## src/rtl/ldpc_pkg.sv

```systemverilog
// ============================================================================
// Package     : ldpc_pkg
// Description : Shared LDPC code geometry and codeword-serializer FSM type.
//               LDPC_WORD_LENGTH = LDPC_INFO_LENGTH + LDPC_PARITY_SIZE, and
//               the serializer walks a codeword in NUM_CHUNKS beats of Z bits.
// Revision    : 1.0 - initial release
// ============================================================================
`default_nettype none

package ldpc_pkg;

  localparam int LDPC_WORD_LENGTH = 648;
  localparam int LDPC_INFO_LENGTH = 486;
  localparam int LDPC_PARITY_SIZE = 162;
  localparam int Z                = 27;
  localparam int NUM_CHUNKS       = LDPC_WORD_LENGTH / Z;

  // Chunk index width; the out_idx port is fixed at 5 bits, so at most 32 chunks.
  localparam int IDX_W            = 5;

  typedef enum logic [0:0] {
    ST_IDLE = 1'b0,
    ST_SEND = 1'b1
  } state_t;

endpackage : ldpc_pkg

`default_nettype wire

```

## src/rtl/ldpc_cw_serializer.sv

```systemverilog
// ============================================================================
// Module      : ldpc_cw_serializer
// Description : Captures a parallel LDPC codeword and streams it out as
//               NUM_CHUNKS beats of Z bits, chunk 0 (LSBs) first, under a
//               valid/ready handshake. A new codeword can be accepted in the
//               same cycle the last beat transfers, so back-to-back words
//               stream with no bubble.
// Ports       : clk        - clock, rising edge
//               rst        - asynchronous reset, active low
//               cw_valid   - upstream has a complete codeword on codeword
//               codeword   - parallel codeword, bits [Z-1:0] are chunk 0
//               cw_ready   - codeword is captured this cycle if cw_valid
//               out_valid  - out_data holds a valid chunk
//               out_ready  - downstream accepts the chunk this cycle
//               out_data   - current Z-bit chunk
//               out_idx    - index of the current chunk
//               out_last   - current chunk is the final one
//               cw_drop    - pulses the cycle after cw_valid was refused
// Revision    : 1.0 - initial release
// ============================================================================
`default_nettype none

module ldpc_cw_serializer
  import ldpc_pkg::*;
#(
  parameter int LDPC_WORD_LENGTH = ldpc_pkg::LDPC_WORD_LENGTH,
  parameter int Z                = ldpc_pkg::Z
) (
  input  logic                        clk,
  input  logic                        rst,
  input  logic                        cw_valid,
  input  logic [LDPC_WORD_LENGTH-1:0] codeword,
  output logic                        cw_ready,
  output logic                        out_valid,
  input  logic                        out_ready,
  output logic [Z-1:0]                out_data,
  output logic [4:0]                  out_idx,
  output logic                        out_last,
  output logic                        cw_drop
);

  localparam int               NUM_CHUNKS = LDPC_WORD_LENGTH / Z;
  localparam logic [IDX_W-1:0] LAST_IDX   = IDX_W'(NUM_CHUNKS - 1);

  // Geometry must split into whole chunks that the 5-bit index can address.
  generate
    if (((LDPC_WORD_LENGTH % Z) != 0) || (NUM_CHUNKS > 32) || (NUM_CHUNKS < 1)) begin : g_bad_geometry
      $error("ldpc_cw_serializer: LDPC_WORD_LENGTH/Z must be an integer in 1..32");
    end
  endgenerate

  state_t                      r_state;
  logic [LDPC_WORD_LENGTH-1:0] r_hold;
  logic [IDX_W-1:0]            r_idx;
  logic                        r_drop;

  logic                        w_out_valid;
  logic                        w_at_last;
  logic                        w_xfer;
  logic                        w_cw_ready;
  logic                        w_capture;
  logic [Z-1:0]                w_chunk;

  assign w_out_valid = (r_state == ST_SEND);
  assign w_at_last   = (r_idx == LAST_IDX);
  assign w_xfer      = w_out_valid && out_ready;

  // Ready is gated by rst so that nothing is advertised while in reset.
  assign w_cw_ready  = rst && ((r_state == ST_IDLE) || (w_xfer && w_at_last));
  assign w_capture   = cw_valid && w_cw_ready;

  assign w_chunk     = r_hold[r_idx * Z +: Z];

  always_ff @(posedge clk or negedge rst) begin
    if (!rst) begin
      r_state <= ST_IDLE;
      r_hold  <= '0;
      r_idx   <= '0;
      r_drop  <= 1'b0;
    end else begin
      r_drop <= cw_valid && !w_cw_ready;
      if (w_capture) begin
        // Covers both a capture from IDLE and the no-bubble capture that
        // coincides with the last beat leaving.
        r_hold  <= codeword;
        r_idx   <= '0;
        r_state <= ST_SEND;
      end else if (w_xfer) begin
        if (w_at_last) begin
          r_idx   <= '0;
          r_state <= ST_IDLE;
        end else begin
          r_idx   <= r_idx + IDX_W'(1);
        end
      end
    end
  end

  assign cw_ready  = w_cw_ready;
  assign out_valid = w_out_valid;
  assign out_data  = w_out_valid ? w_chunk : '0;
  assign out_idx   = r_idx;
  assign out_last  = w_out_valid && w_at_last;
  assign cw_drop   = r_drop;

endmodule : ldpc_cw_serializer

`default_nettype wire

```

## config.mk

```make
export PLATFORM = sky130hd
export DESIGN_NAME = ldpc_cw_serializer
export DESIGN_NICKNAME = d
export VERILOG_FILES = /design/src/rtl/ldpc_pkg.sv /design/src/rtl/ldpc_cw_serializer.sv
export SDC_FILE = /design/constraint.sdc
export NUM_CORES = 1
export LEC_CHECK = 0
export ABC_AREA = 1
export BUFFER_PORTS_ARGS = -buffer_cell sky130_fd_sc_hd__buf_4
export CELL_PAD_IN_SITES_DETAIL_PLACEMENT = 0
export CELL_PAD_IN_SITES_GLOBAL_PLACEMENT = 1
export CORE_MARGIN = 1
export CORE_UTILIZATION = 43
export DETAILED_ROUTE_END_ITERATION = 8
export GPL_TIMING_DRIVEN = 0
export PLACE_DENSITY_LB_ADDON = 0.1
export SKIP_CTS_REPAIR_TIMING = 1
export SLEW_MARGIN = 20
export SYNTH_ARGS = -nofsm -noshare
export SYNTH_HDL_FRONTEND = slang
export SYNTH_SLANG_ARGS = --single-unit
```

## constraint.sdc

```tcl
create_clock -name clk -period 4.07 [get_ports clk]
set_clock_uncertainty 0.15 [all_clocks]
set_input_delay 0.407 -clock clk [delete_from_list [all_inputs] [get_ports clk]]
set_output_delay 0.407 -clock clk [all_outputs]
set_load 0.1 [all_outputs]
```

== Word level (Yosys, flattened, before mapping) ==
Index checks and enable logic that the tools add are counted.
Word-level totals
  bits in registers: 655
  input port bits: 652
  output and inout bits: 36
  word-level logic and storage cells: 27
Cells by class
  $add $sub $neg: 1
  multiply operators: 1
  eq/ne operators: 1
  shift operators: 1
  muxes and demuxes: 7
  bitwise logic cells: 1
  reduce and logical (&&, ||, !) cells: 11
Operators with widths (number)
  $shiftx A648 B11 Y27: 1
  $mux W27: 1
  $mux W5: 3
  $mul A5 B5 Y10 const B: 1
  $logic_and A1 B1 Y1: 6
  $add A5 B1 Y5 const B: 1
  $eq A5 B5 Y1 const B: 1
  $reduce_bool A2 Y1: 2
  $mux W1: 3
  $reduce_and A2 Y1: 1
  $logic_not A1 Y1: 1
  $logic_or A1 B1 Y1: 1
  $not A1 Y1: 1

== Longest topological paths before layout ==
  word-level depth: 7
  mapped depth: 11
  mapped depth without buffers: 8

== Worst setup path before layout ==
Ideal clock, no wire load.
  path kind: register to output
  start: reg r_idx[0] (netlist: out_idx[0])
  end: out out_data[16]
  arrival time: 3.521 ns
  data required time: 3.513 ns
  path slack: -0.008 ns
  cell stages (with the launch flop): 12
  buffers on the path: 3
  cell sequence: dfrtp_1 > buf_2 > buf_2 > buf_2 > nor2_1 > nor2_1 > nand2_1 > nand3_1 > nand3_1 > nand2_1 > nand2_1 > a21oi_1
Between the ends
  word-level cells in the longest chain between the ends: 3
Ends and longest elaborated chain
  from (decl): RTL line ldpc_cw_serializer.sv:54  | logic [IDX_W-1:0] r_idx;
  from (signal assigned): RTL line ldpc_cw_serializer.sv:93  | r_idx <= r_idx + IDX_W'(1);
  $mul A5 B5 Y10: RTL line ldpc_cw_serializer.sv:72  | assign w_chunk = r_hold[r_idx * Z +: Z];
  $shiftx A648 B11 Y27: RTL line ldpc_cw_serializer.sv:72
  $mux W27: RTL line ldpc_cw_serializer.sv:101  | assign out_data = w_out_valid ? w_chunk : '0;
  to (decl): RTL line ldpc_cw_serializer.sv:36  | output logic [Z-1:0] out_data,
No other way between the ends.

== Final worst setup path ==
  start: reg r_idx[1] (netlist: out_idx[1])
  end: out out_data[6]
Same word-level chain as after synthesis.

==> results by group <==
Status
  – Outcome: finished with violations
  – Violated checks: hold timing, setup timing

Timing
  – Final setup TNS: -0.0534 ns
  – Count of pins over their slew limit: 0
  – Hold Fails Final Rpt: 11
  – Setup-failing EPs final: 2
  – Fin crit period: between 4 and 5 ns
  – Max Clock Freq: between 200 and 250 MHz
  – Final Hold Slack: -0.0640 ns
  – Slew Limit Headroom: 33.6%
  – Worst slew pin tran: roughly 1.0 ns
  – Final Worst Setup Slack: -0.0368 ns
  – Setup repair after global routing missed its margin: yes
  – Period utilisation layout: 101%

Critical path
  – Critical path's most frequent cell: nand3_1
  – Critical path buffers and inverters: 4
  – R2R Setup Slk: slightly above 0.6 ns
  – CP Cell Sequence: clkbuf_1, clkbuf_4, buf_2, nand3_1, nand3_1, nand3_1, nand2_1, nand2_1, a21oi_2, buf_6
  – CP startpoint kind: flip-flop
  – Worst-path fanout max: 10
  – Critical-path top delay cell: dfrtp_1
  – Crit end category: output pin
  – Critical Path RT: 3.51 ns
  – Critical Path AT: 3.55 ns
  – Slowest stage delay, CP: slightly below 0.5 ns
  – Critical path class: reg2out
  – CP top delay family: buffers and inverters

Clocking
  – Worst-path clk slew: roughly 0.060 ns
  – CTS max path bufs: 3
  – Clock Sink Count: 655
  – CTS tree: done
  – CTS Root Cell: clkbuf_16
  – Cts bufs inserted: between 70 and 80
  – H-tree levels: 3
  – Clk_lat worst skew: 0.62 ns

Yosys
  – Mapped Area: roughly 32000 µm²
  – Post-Synth XOR/XNOR Area: less than 1%
  – Post-Synth Simple-Gate Area: between 20 and 25%
  – Adder-cell share of the synthesized area: less than 1%
  – Cells after synthesis: around 4200
  – Synth unique cells: 23
  – Synth Warn #: 0
  – Syn Nets: just under 5000
  – Largest family of logic cells by synthesized area: simple AND/OR/NAND/NOR gates
  – Post-synthesis compound-gate area fraction: ~14%
  – Sequential share of the synthesized area: between 50% and 60%
  – Mux cell area share after synthesis: 0%
  – Mean Syn Cell Area: around 7.5 µm²
  – Register bit total from synthesis: ~660

Power
  – Sequential share of power: 29.5%
  – Clock share of power: 19.3%
  – Internal power: ~0.019 W
  – Comb power frac: 51.2%
  – Net Sw Frac: 47.8%
  – Maximum VDD drop: between 1 and 1.5 mV
  – PwrDens: about 770 nW/µm²
  – Pleak: 24.6 nW
  – Net switching power: ~0.017 W

Cells and area
  – Synthesis-to-finish area growth: 49.6%
  – Most frequent cells in the layout: nand2_1 (764), buf_4 (678), inv_1 (654), dfrtp_1 (654), nor2_1 (652)
  – Fill count: roughly 6300
  – Layout cells sized above 1: between 15 and 20%
  – Nets: approximately 6300
  – Commonest non-fill, non-tap cell in the layout: nand2_1

Global route
  – GRT Overall Usage: about 36%
  – Initial antenna violation count: 8
  – Grt total ovfl: 0
  – First-pass GRT wire length: roughly 200 mm
  – Vias in the first global route: roughly 31000
  – Pin count of the biggest net entering global routing: 97

Floorplan
  – # rows: 99
  – Die X: between 200 and 300 µm
  – Height of the die: 273 µm
  – Die ar.: 74600 µm²
  – CORE AREA: 72800 µm²
  – Initial Util: approximately 43%
  – Ports: a little under 700

Detailed routing
  – DR pass1 iterations: 7
  – Vias/cell: roughly 5.2
  – Drt drc: 0
  – DR WL/cell: 22.5 µm
  – DR iter-0 viols: a little over 3000
  – Final wirelength: approximately 150 mm
  – Routed Antenna Nets: 0
  – Via count: ~35000

Placement
  – Port Buffers: 687
  – Gp weighted congestion: 0.956
  – Hpwl dp: 110 mm

Flow run
  – Number of max-cap violations: 0

Hold path
  – Worst min path class: in2reg
through the flow:
| stage | cells | total power (W) | area [µm²] | setup slack [ns] | utilization, % |
|---|---|---|---|---|---|
| finish | 6634 | 0.0365 | 47300 | -0.0368 | 64.9 |
| global route | 6632 | 0.0382 | 47300 | -0.0269 | 64.9 |
| CTS | 5995 | 0.0354 | 40800 | -0.442 | 56.0 |
| detailed placement | 5867 | 0.0283 | 38300 | 0.236 | 52.6 |
| global placement | 5860 | 0.0280 | 38100 | -6.12 | 52.3 |
| floorplan | 4214 | 0.0216 | 31700 | 0.544 | - |
worst register-to-register path: stages, from the launching register on:
cell and delay (ns):
dfrtp_2 0.55, ha_1 0.26, nand4_1 0.24, o21ai_2 0.38, nand3_2 0.30, clkbuf_1 0.50, clkbuf_1 0.38, nor2_1 0.46
a21oi_1 0.08
routing by layer:
layer	wire (µm)	share of wire (%)	vias to the layer above	track usage [%]
met4	9520	6.4	4	18.5
li1	-	-	15900	-
met3	11300	7.6	450	6.99
met1	57100	38	16500	45.6
met5	30	0.020	-	0
met2	71000	48	1625	59.8
power by group through the flow:
stage | Sequential, W | Clock [W] | Combinational [W]
floorplan | 0.0106 | 0 | 0.0110
global placement | 0.0107 | 0 | 0.0173
detailed placement | 0.0108 | 0 | 0.0175
CTS | 0.0107 | 0.00707 | 0.0176
global route | 0.0110 | 0.00731 | 0.0199
finish | 0.0108 | 0.00704 | 0.0187
Yosys cell counts:
cell type	count	area share, %
a21oi_1	406	6.4
and2_1	1	0.020
buf_1	22	0.26
buf_2	105	1.7
buf_4	1	0.024
buf_6	10	0.36
clkbuf_1	143	1.7
clkinv_1	1	0.012
dfrtp_1	655	52
ha_1	1	0.040
inv_1	654	7.8
inv_2	3	0.036
nand2_1	764	9.1
nand3_1	355	5.6
nand3_2	1	0.032
nand4_1	1	0.020
nor2_1	652	7.7
o211ai_1	54	1.3
o21ai_0	381	6.0
o21ai_1	1	0.016
o21ai_2	1	0.028
o22ai_1	1	0.020
xor2_1	1	0.028
state kept, by name (all words and copies together), names as in the netlist:
register / count
cw_drop: 1
out_idx: 5
out_valid: 1
r_hold: 648
final cells by class:
type	instances	area (µm²)	share of cell area, %
plain buffers	281	1350	2.84
well taps	959	1200	2.54
flip-flops and latches	655	16400	34.7
clock buffers	109	2280	4.81
repair buffers	1328	11700	24.8
inverters	658	2480	5.23
clock inverters	19	253	0.534
diodes	5	12.5	0.0265
multi-input cells	2620	11600	24.5
final timing paths:
path	start	end	cells past startpoint
max in group asynchronous	rst	r_hold[446]$_DFFE_PN0N_	5
min reg2reg	r_hold[491]$_DFFE_PN0N_	r_hold[491]$_DFFE_PN0N_	2
min in group asynchronous	rst	r_hold[199]$_DFFE_PN0N_	2
max	out_idx[1]$_DFFE_PN0P_	out_data[6]	10
min	codeword[629]	r_hold[629]$_DFFE_PN0N_	3
max reg2reg	out_idx[0]$_DFFE_PN0P_	r_hold[234]$_DFFE_PN0N_	8
logic make-up after synthesis:
logic type      count (synthesis)
fa+ha+maj                       1
xor+xnor                        1
flops                         655
simple gates                 1774
compound gates                844
buf+inv                       939
(Power assumes the default switching activity.)
